**src/rtl/pipeline_hazard_ctrl_pkg.sv**
```systemverilog
// Shared types for the pipeline hazard controller: FSM state encoding
// and the bundle of stall/flush control outputs.
package pipeline_hazard_ctrl_pkg;

  localparam int REG_AW = 5;

  typedef enum logic [1:0] {
    ST_RUN      = 2'd0,
    ST_MEM_WAIT = 2'd1,
    ST_REDIRECT = 2'd2
  } hz_state_e;

  typedef struct packed {
    logic stall_if;
    logic stall_id;
    logic bubble_ex;
    logic freeze_all;
    logic flush_if_id;
    logic pc_redirect;
  } hazard_ctl_t;

endpackage

```
**src/rtl/pipeline_hazard_ctrl_hazard_scoreboard.sv**
```systemverilog
// Register-busy scoreboard: one busy bit per architectural register, set on
// issue and cleared on retire, with two read ports for the ID source lookups.
module hazard_scoreboard
  import pipeline_hazard_ctrl_pkg::*;
#(
  parameter int NREG = 32
) (
  input  logic              clk,
  input  logic              rst,
  input  logic              set_en,
  input  logic [REG_AW-1:0] set_idx,
  input  logic              clr_en,
  input  logic [REG_AW-1:0] clr_idx,
  input  logic [REG_AW-1:0] rs1_idx,
  input  logic [REG_AW-1:0] rs2_idx,
  output logic [NREG-1:0]   busy_vec,
  output logic              rs1_busy,
  output logic              rs2_busy
);

  logic [NREG-1:0] busy_q;
  logic [NREG-1:0] busy_d;

  // Clear is applied first so a same-cycle set of the same register wins.
  always_comb begin
    busy_d = busy_q;
    if (clr_en) busy_d[clr_idx] = 1'b0;
    if (set_en) busy_d[set_idx] = 1'b1;
    busy_d[0] = 1'b0;
  end

  always_ff @(posedge clk) begin
    if (rst) busy_q <= '0;
    else     busy_q <= busy_d;
  end

  // The register file writes before it is read, so a retiring producer no
  // longer blocks its consumer in the same cycle.
  assign rs1_busy = busy_q[rs1_idx] && !(clr_en && (clr_idx == rs1_idx));
  assign rs2_busy = busy_q[rs2_idx] && !(clr_en && (clr_idx == rs2_idx));

  assign busy_vec = busy_q;

endmodule

```
**src/rtl/pipeline_hazard_ctrl.sv**
```systemverilog
// Stall/flush sequencer for the 5-stage RV32I pipeline: memory stalls,
// taken-branch redirects and RAW stalls against the busy scoreboard.
module pipeline_hazard_ctrl
  import pipeline_hazard_ctrl_pkg::*;
#(
  parameter int NREG  = 32,
  parameter int CNT_W = 32
) (
  input  logic             clk,
  input  logic             rst,
  input  logic             id_valid,
  input  logic [4:0]       id_rs1,
  input  logic [4:0]       id_rs2,
  input  logic             id_use_rs1,
  input  logic             id_use_rs2,
  input  logic [4:0]       id_rd,
  input  logic             id_write_reg,
  input  logic             ex_valid,
  input  logic             ex_branch_taken,
  input  logic             mem_req,
  input  logic             mem_ready,
  input  logic             wb_valid,
  input  logic [4:0]       wb_rd,
  input  logic             wb_write_reg,
  output logic             stall_if,
  output logic             stall_id,
  output logic             bubble_ex,
  output logic             freeze_all,
  output logic             flush_if_id,
  output logic             pc_redirect,
  output logic [NREG-1:0]  busy_vec,
  output logic [CNT_W-1:0] cnt_cycles,
  output logic [CNT_W-1:0] cnt_stalls,
  output logic [CNT_W-1:0] cnt_flushes
);

  hz_state_e   state_q, state_d;
  hazard_ctl_t ctl;
  logic        active;
  logic        mem_stall, redirect, raw_hazard;
  logic        rs1_busy, rs2_busy;
  logic        set_en, clr_en;

  // REDIRECT is a pure flush cycle, so none of the hazard terms apply there.
  assign active     = !rst && (state_q != ST_REDIRECT);
  assign mem_stall  = active && !mem_ready && (mem_req || (state_q == ST_MEM_WAIT));
  assign redirect   = active && ex_valid && ex_branch_taken && !mem_stall;
  assign raw_hazard = active && id_valid && !mem_stall && !redirect &&
                      ((id_use_rs1 && rs1_busy) || (id_use_rs2 && rs2_busy));

  always_comb begin
    ctl     = '0;
    state_d = state_q;
    if (!rst) begin
      case (state_q)
        ST_REDIRECT: begin
          ctl.flush_if_id = 1'b1;
          state_d         = ST_RUN;
        end
        default: begin
          if (mem_stall) begin
            ctl.stall_if   = 1'b1;
            ctl.stall_id   = 1'b1;
            ctl.freeze_all = 1'b1;
            state_d        = ST_MEM_WAIT;
          end else if (redirect) begin
            ctl.pc_redirect = 1'b1;
            ctl.flush_if_id = 1'b1;
            ctl.bubble_ex   = 1'b1;
            state_d         = ST_REDIRECT;
          end else begin
            ctl.stall_if  = raw_hazard;
            ctl.stall_id  = raw_hazard;
            ctl.bubble_ex = raw_hazard;
            state_d       = ST_RUN;
          end
        end
      endcase
    end
  end

  always_ff @(posedge clk) begin
    if (rst) state_q <= ST_RUN;
    else     state_q <= state_d;
  end

  assign stall_if    = ctl.stall_if;
  assign stall_id    = ctl.stall_id;
  assign bubble_ex   = ctl.bubble_ex;
  assign freeze_all  = ctl.freeze_all;
  assign flush_if_id = ctl.flush_if_id;
  assign pc_redirect = ctl.pc_redirect;

  assign set_en = !rst && id_valid && id_write_reg && (id_rd != 5'd0) &&
                  !ctl.stall_if && !ctl.stall_id && !ctl.bubble_ex && !ctl.flush_if_id;
  assign clr_en = wb_valid && wb_write_reg && (wb_rd != 5'd0) && !mem_stall;

  hazard_scoreboard #(.NREG(NREG)) u_scoreboard (
    .clk      (clk),
    .rst      (rst),
    .set_en   (set_en),
    .set_idx  (id_rd),
    .clr_en   (clr_en),
    .clr_idx  (wb_rd),
    .rs1_idx  (id_rs1),
    .rs2_idx  (id_rs2),
    .busy_vec (busy_vec),
    .rs1_busy (rs1_busy),
    .rs2_busy (rs2_busy)
  );

  always_ff @(posedge clk) begin
    if (rst) begin
      cnt_cycles  <= '0;
      cnt_stalls  <= '0;
      cnt_flushes <= '0;
    end else begin
      cnt_cycles <= cnt_cycles + CNT_W'(1);
      if (ctl.stall_if) cnt_stalls  <= cnt_stalls + CNT_W'(1);
      if (redirect)     cnt_flushes <= cnt_flushes + CNT_W'(1);
    end
  end

endmodule

```
**config.mk**
```make
export PLATFORM = sky130hd
export DESIGN_NAME = pipeline_hazard_ctrl
export DESIGN_NICKNAME = d
export VERILOG_FILES = /design/src/rtl/pipeline_hazard_ctrl_pkg.sv /design/src/rtl/pipeline_hazard_ctrl_hazard_scoreboard.sv /design/src/rtl/pipeline_hazard_ctrl.sv
export SDC_FILE = /design/constraint.sdc
export NUM_CORES = 1
export LEC_CHECK = 0
export ABC_AREA = 1
export CAP_MARGIN = 30
export CELL_PAD_IN_SITES_DETAIL_PLACEMENT = 1
export CELL_PAD_IN_SITES_GLOBAL_PLACEMENT = 2
export CORE_ASPECT_RATIO = 1.25
export CORE_MARGIN = 5
export CORE_UTILIZATION = 28
export DETAILED_ROUTE_END_ITERATION = 7
export PLACE_DENSITY = 0.87
export SLEW_MARGIN = 5
export SYNTH_ARGS = -nofsm -noshare
export SYNTH_HDL_FRONTEND = slang
export SYNTH_SLANG_ARGS = --single-unit
```
**constraint.sdc**
```tcl
create_clock -name clk -period 3.5 [get_ports clk]
set_input_delay 0.875 -clock clk [delete_from_list [all_inputs] [get_ports clk]]
set_output_delay 0.875 -clock clk [all_outputs]
set_load 0.02 [all_outputs]
```
==> flow_summary.yaml, run 1 <==
placement:
  gp_congestion: 0.908
  pre_cts_ws_ns: -0.484
  dp_hpwl_um: 22200
  port_buffers: 164
  place_area_mm2: 0.00981
min_path:
  min_from: "cnt_cycles[31]"
  hold_path_end: "cnt_cycles[31]"
  hold_depth: 2
  hold_class: "reg -> reg"
critical_path:
  cp.arrival_ns: 2.55
  rr_endpoint: "u_scoreboard.busy_vec[31]"
  slowest_delay_ns: 0.39
  worstSetupStartpointType: "input port"
  r2r-start: "state_q[1]"
  ff2ff_setup_slack_ns: 1.04
  path_class: "in -> out"
  required_ns: 2.62
  cp_slowest_cell: "clkdlybuf4s50_1"
  cp-end-kind: "output pin"
  cp_common_cell: "buf_6"
  reg2reg_depth: 12
  worstPathMaxFanout: 4
  path_cells: "clkdlybuf4s50_1 > inv_1 > nand3_2 > nor2_4 > nor2_2 > a21boi_2 > nand3_1 > nand2_2 > nand2_4 > buf_6 > nand2_8 > buf_6"
yosys:
  synth_edf_count: 0
  ys.flop_type: "dfxtp_1"
  ys_seq_elements: 129
  synthArstFlopShare: 0
  synth_warnings: 0
  syn-cell-area_mm2: 0.00765
  syn_nets: 1182
  avgSynthCellArea_um2: 6.67
  yosysSeqAreaShare: 0.337
  synth.distinct_cells: 46
  syn_inst: 1147
global_routing:
  grt_usage: 0.190
  grt_pass1_wl_um: 46800
  grt_pass1_vias: 8598
  overflow: 0
  grt_antenna_before_repair: 2
  grt_max_degree: 63
clock_network:
  insertion_delay_ns: 0.43
  clock_sinks: 129
  cts_tree: "done"
  cts.clk_slew.worst_paths_ns: 0.06
  cts_inserted_buffers: 17
  h-tree-depth: 4
  clk_path_buf_depth: 2
  ctsHoldBuffers: 0
  clockRootBuffer: "clkbuf_16"
floorplan:
  pin_count: 166
  die_w_um: 158
  fp-row-count: 67
  fp.dieH_um: 195
  start_util: 0.284
  core_area_mm2: 0.0269
  dieArea_mm2: 0.0308
route:
  drt.antenna.violating_nets: 0
  routedWlPerCell_um: 17.5
  first_pass_iters: 4
  vias: 8501
  vias_per_cell: 5.03
  initialDrtViolationCount: 260
  remaining_drc_errors: 0
  wirelength_um: 29600
final_layout:
  drive_above_1_share: 0.114
  antennaDiodeCount: 0
  fin_nets: 1368
  fin_area_mm2: 0.0107
  area_growth_pct: 39.2
sta:
  tns_ns: 0
  fin_crit_ns: 3.42
  finalHoldViolCount: 0
  setup_ws_ns: 0.0784
  fmax_ghz: 0.292
  setup_viol: 0
  slew_headroom: 0.506
  worst_slew_pin_slew_ns: 0.741
  hold_ws_ns: 0.480
  skew_ns: 0.0163
  finalMaxSlewViolations: 0
  finalCritPeriodShare: 0.978
pwr:
  finalPower_uw: 3860
  peakVddDrop_v: 0.000343
  p_per_area_mw_per_mm2: 363
  p_leak_uw: 0.00381
run:
  drv_cap: 0
run_status:
  status: "complete, no violations"
worst max-delay path: cells and delay by family:
kind	cells	cell delay, ns
buf+inv	4	0.75
simple gates	7	0.71
compound gates	1	0.19
stage by stage:
step           instances  utilization
2_1_floorplan       1147            -
3_3_place_gp        1652        0.364
3_5_place_dp        1653        0.364
4_1_cts             1689        0.394
5_1_grt             1690        0.396
6_report            1690        0.396
power by group:
group          internal, µW  switching [µW]
combinational           150             228
clock                  1310             684
sequential             1480            11.1
sequential cells by signal, summed over array words and instances, names as in the netlist:
register               cells
state_q                    2
cnt_flushes               32
cnt_cycles                32
cnt_stalls                32
u_scoreboard.busy_vec     31
placed cells by master, fill, tap and decap left out, types with 3 or more instances in the layout:
cell type        count
nand3_1            123
nand2_2             14
nand2_1            233
bufinv_16            5
clkbuf_8             3
ha_1                 3
buf_12               3
nor4_1              13
nand3_2              4
xor2_1              29
dfxtp_1            129
dlygate4sd2_1        4
o21a_1               7
buf_4               43
clkbuf_16           17
inv_2                3
clkinv_2             4
o21ai_0             52
xnor2_1             18
nor3b_1              5
buf_6                8
nor3_1              32
nor2_4               3
nand4_1             56
a21oi_1             90
dlymetal6s2s_1       4
clkdlybuf4s50_1    149
nor2_2              11
a21oi_2             12
nor2_1             126
inv_1              104
cell type report:
| type | instances | area (µm²) |
|---|---|---|
| fill | 3392 | 16300 |
| clock inverter | 10 | 181 |
| timing repair buffer | 218 | 2160 |
| sequential | 129 | 2580 |
| multi-input combinational | 857 | 4410 |
| clock buffer | 21 | 470 |
| tap | 345 | 432 |
| inverter | 110 | 424 |
cells by family (layout without fill, tap and decap cells):
group | Yosys count | count (layout) | share of synthesized area
flip-flops | 129 | 129 | 0.337
XOR/XNOR | 49 | 49 | 0.0561
buffers and inverters | 161 | 359 | 0.0935
adder cells (fa/ha/maj) | 3 | 3 | 0.00490
other | 1 | 1 | 0.000490
AND/OR/NAND/NOR | 633 | 633 | 0.384
AO/OA/AOI/OAI | 171 | 171 | 0.124
worst max-delay path by stage:
stage | startpoint | endpoint | slack (ns) | depth (start not counted)
finish | mem_ready | stall_id | 0.08 | 12
global route | mem_ready | stall_id | -0.006 | 12
CTS | wb_rd[0] | stall_id | 0.003 | 12
detailed placement | wb_rd[3] | bubble_ex | -0.48 | 11
global placement | id_rs2[0] | bubble_ex | -0.43 | 14
floorplan | mem_ready | stall_if | 0.31 | 12
timing repair:
action,4_1_cts,5_1_grt
resized for setup,21,20
endpoints found under the hold margin,0,0
setup buffers,2,1
pin swaps,5,5
gates cloned,3,0
setup endpoints to repair,3,3
synthesized netlist by cell type (14+ instances only):
cell type,number,share of area
nand2_1,234,0.11
dfxtp_1,129,0.34
nor2_1,129,0.063
nand3_1,124,0.081
inv_1,104,0.051
a21oi_1,91,0.060
nand4_1,56,0.046
o21ai_0,52,0.034
nor3_1,32,0.021
xor2_1,29,0.033
xnor2_1,20,0.023
clkbuf_1,16,0.0078
buf_2,14,0.0092
metal layers:
layer,wire length [µm],part of all wire,global-route usage,vias to the layer above
met5,40,0.0014,0,-
li1,-,-,-,4188
met3,1610,0.054,0.0458,37
met4,598,0.020,0.0574,4
met1,12400,0.42,0.224,4091
met2,14900,0.50,0.336,181
Power figures use the tool's default switching activity.
==> run 2: changes to the inputs <==
--- a/config.mk
+++ b/config.mk
@@ -14,7 +14,6 @@
 export CORE_UTILIZATION = 28
 export DETAILED_ROUTE_END_ITERATION = 7
 export PLACE_DENSITY = 0.87
-export SLEW_MARGIN = 5
 export SYNTH_ARGS = -nofsm -noshare
 export SYNTH_HDL_FRONTEND = slang
 export SYNTH_SLANG_ARGS = --single-unit
==> results of run 2 <==
The final DEF is identical to that of run 1; final timing and power are the same.
==> run 3: changes to the inputs <==
--- a/config.mk
+++ b/config.mk
@@ -13,6 +13,7 @@
 export CORE_MARGIN = 5
 export CORE_UTILIZATION = 28
 export DETAILED_ROUTE_END_ITERATION = 7
+export GPL_TIMING_DRIVEN = 0
 export PLACE_DENSITY = 0.87
 export SYNTH_ARGS = -nofsm -noshare
 export SYNTH_HDL_FRONTEND = slang
==> run 3 against run 2 <==
Clock-buffer cell count is 3 lower. Critical path depth unchanged. Die area unchanged. Global-route usage is 0.24 points higher. Critical path type unchanged. Critical endpoint is now stall_if.
==> flow_summary.yaml, run 3 (synthesis results as in run 1) <==
sta:
  setup_viol: 0
  worst_slew_pin_slew_ns: 0.871
  finalMaxSlewViolations: 0
  finalHoldViolCount: 0
  slew_headroom: 0.419
  finalCritPeriodShare: 0.978
  skew_ns: 0.0144
  fmax_ghz: 0.292
  tns_ns: 0
  hold_ws_ns: 0.468
  fin_crit_ns: 3.42
route:
  drt.antenna.violating_nets: 0
  routedWlPerCell_um: 17.5
  vias: 8387
  vias_per_cell: 4.96
  initialDrtViolationCount: 269
  first_pass_iters: 4
  remaining_drc_errors: 0
  wirelength_um: 29500
global_routing:
  grt_max_degree: 17
  overflow: 0
  grt_antenna_before_repair: 2
  grt_usage: 0.192
  grt_pass1_vias: 8709
  grt_pass1_wl_um: 46900
floorplan:
  fp-row-count: 67
  core_area_mm2: 0.0269
  dieArea_mm2: 0.0308
  die_w_um: 158
  pin_count: 166
  start_util: 0.284
  fp.dieH_um: 195
final_layout:
  antennaDiodeCount: 0
  fin_nets: 1369
  num-fill-cells: 3376
  area_growth_pct: 35.2
  layout_common_cells: "nand2_1 (233), clkdlybuf4s50_1 (143), dfxtp_1 (129)"
  drive_above_1_share: 0.104
  multi_input_area_mm2: 0.00440
  top_regs: "cnt_cycles: 32 flops, cnt_flushes: 32 flops, cnt_stalls: 32 flops"
  regArea_mm2: 0.00258
  layout_commonest_cell: "nand2_1"
critical_path:
  path_class: "in -> out"
  cp.arrival_ns: 2.55
  cp-end-kind: "output pin"
  worstSetupStartpointType: "input port"
  required_ns: 2.62
  worstPathMaxFanout: 6
min_path:
  hold_class: "reg -> reg"
pwr:
  swShare: 0.270
  p_per_area_mw_per_mm2: 350
  p_seq_frac: 0.411
  peakVddDrop_v: 0.000360
  clock_power_share: 0.491
  switchingPower_uw: 978
  comb_power_share: 0.098
  p_int_uw: 2640
  p_leak_uw: 0.00362
clock_network:
  cts_inserted_buffers: 17
  clockRootBuffer: "clkbuf_16"
  cts_tree: "done"
  clock_sinks: 129
  insertion_delay_ns: 0.44
  h-tree-depth: 4
  clk_path_buf_depth: 2
  cts.clk_slew.worst_paths_ns: 0.07
placement:
  port_buffers: 156
  gp_congestion: 0.912
  dp_hpwl_um: 23300
run:
  drv_cap: 0
run_status:
  status: "complete, no violations"
==> run 3: changes by cell type in the layout (fill, tap and decap cells not counted), moves of 4 or more <==
cell,before,now
clkdlybuf4s50_1,149,143
buf_1,0,5
buf_2,1,14
buf_4,43,24
clkbuf_1,1,16
inv_2,3,7
clkinvlp_4,1,7
==> run 3: area by class of cell <==
| type | count | share of cell area |
|---|---|---|
| multi-input cells | 857 | 0.425 |
| flip-flops and latches | 129 | 0.249 |
| repair buffers | 169 | 0.160 |
| well taps | 345 | 0.0417 |
| clock buffers | 18 | 0.0415 |
| inverters | 110 | 0.0403 |
| plain buffers | 50 | 0.0290 |
| clock inverters | 13 | 0.0137 |
==> run 3: metrics by stage <==
stage | std cells | worst slack, ns | area [µm²] | utilization | power (µW)
2_1_floorplan | 1147 | 0.307 | 7650 | - | 1720
3_3_place_gp | 1648 | -0.911 | 9650 | 0.358 | 1860
3_5_place_dp | 1648 | -0.907 | 9650 | 0.358 | 1860
4_1_cts | 1686 | 0.00629 | 10300 | 0.383 | 3650
5_1_grt | 1691 | -0.0104 | 10400 | 0.385 | 3760
6_report | 1691 | 0.0754 | 10400 | 0.385 | 3620
==> run 3: layer usage <==
| layer | wire [µm] | up-vias | part of all wire | track usage |
|---|---|---|---|---|
| met5 | 26 | - | 0.00088 | 0 |
| met3 | 1390 | 47 | 0.047 | 0.0416 |
| met2 | 14900 | 160 | 0.50 | 0.340 |
| met1 | 12500 | 3987 | 0.42 | 0.229 |
| met4 | 694 | 4 | 0.023 | 0.0612 |
| li1 | - | 4189 | - | - |
==> run 3: critical path, cell delays in order <==
cell and delay, ns:
dlygate4sd2_1 0.41, inv_1 0.22, nand3_1 0.13, nand3_1 0.07
nand2_1 0.14, nand2_1 0.07, nand3_1 0.11, nand2_4 0.09
nand2_8 0.10, nand2_8 0.07, buf_4 0.13, buf_6 0.12
==> run 3: what timing repair did <==
action                     in CTS  in global routing
hold buffers                    0                  0
resized for setup              38                 12
buffers inserted                8                  5
pin swaps                       4                  6
gates cloned                    0                  0
setup endpoints to repair       5                  3
==> run 3: path summary, 6_finish.rpt <==
| path | from | endpoint | slack (ns) | depth (start not counted) |
|---|---|---|---|---|
| worst min-delay path | cnt_cycles[31] | cnt_cycles[31] | 0.47 | 2 |
| worst max register to register | cnt_cycles[0] | cnt_cycles[30] | 1.18 | 11 |
| worst min register to register | cnt_cycles[31] | cnt_cycles[31] | 0.47 | 2 |
| worst max-delay path | id_rs1[2] | stall_if | 0.08 | 12 |
==> run 3: power groups by stage <==
stage	sequential (µW)	clock (µW)	combinational, µW
3_5_place_dp	1520	0	344
5_1_grt	1490	1880	388
2_1_floorplan	1530	0	196
3_3_place_gp	1520	0	340
4_1_cts	1490	1810	355
6_report	1490	1780	356
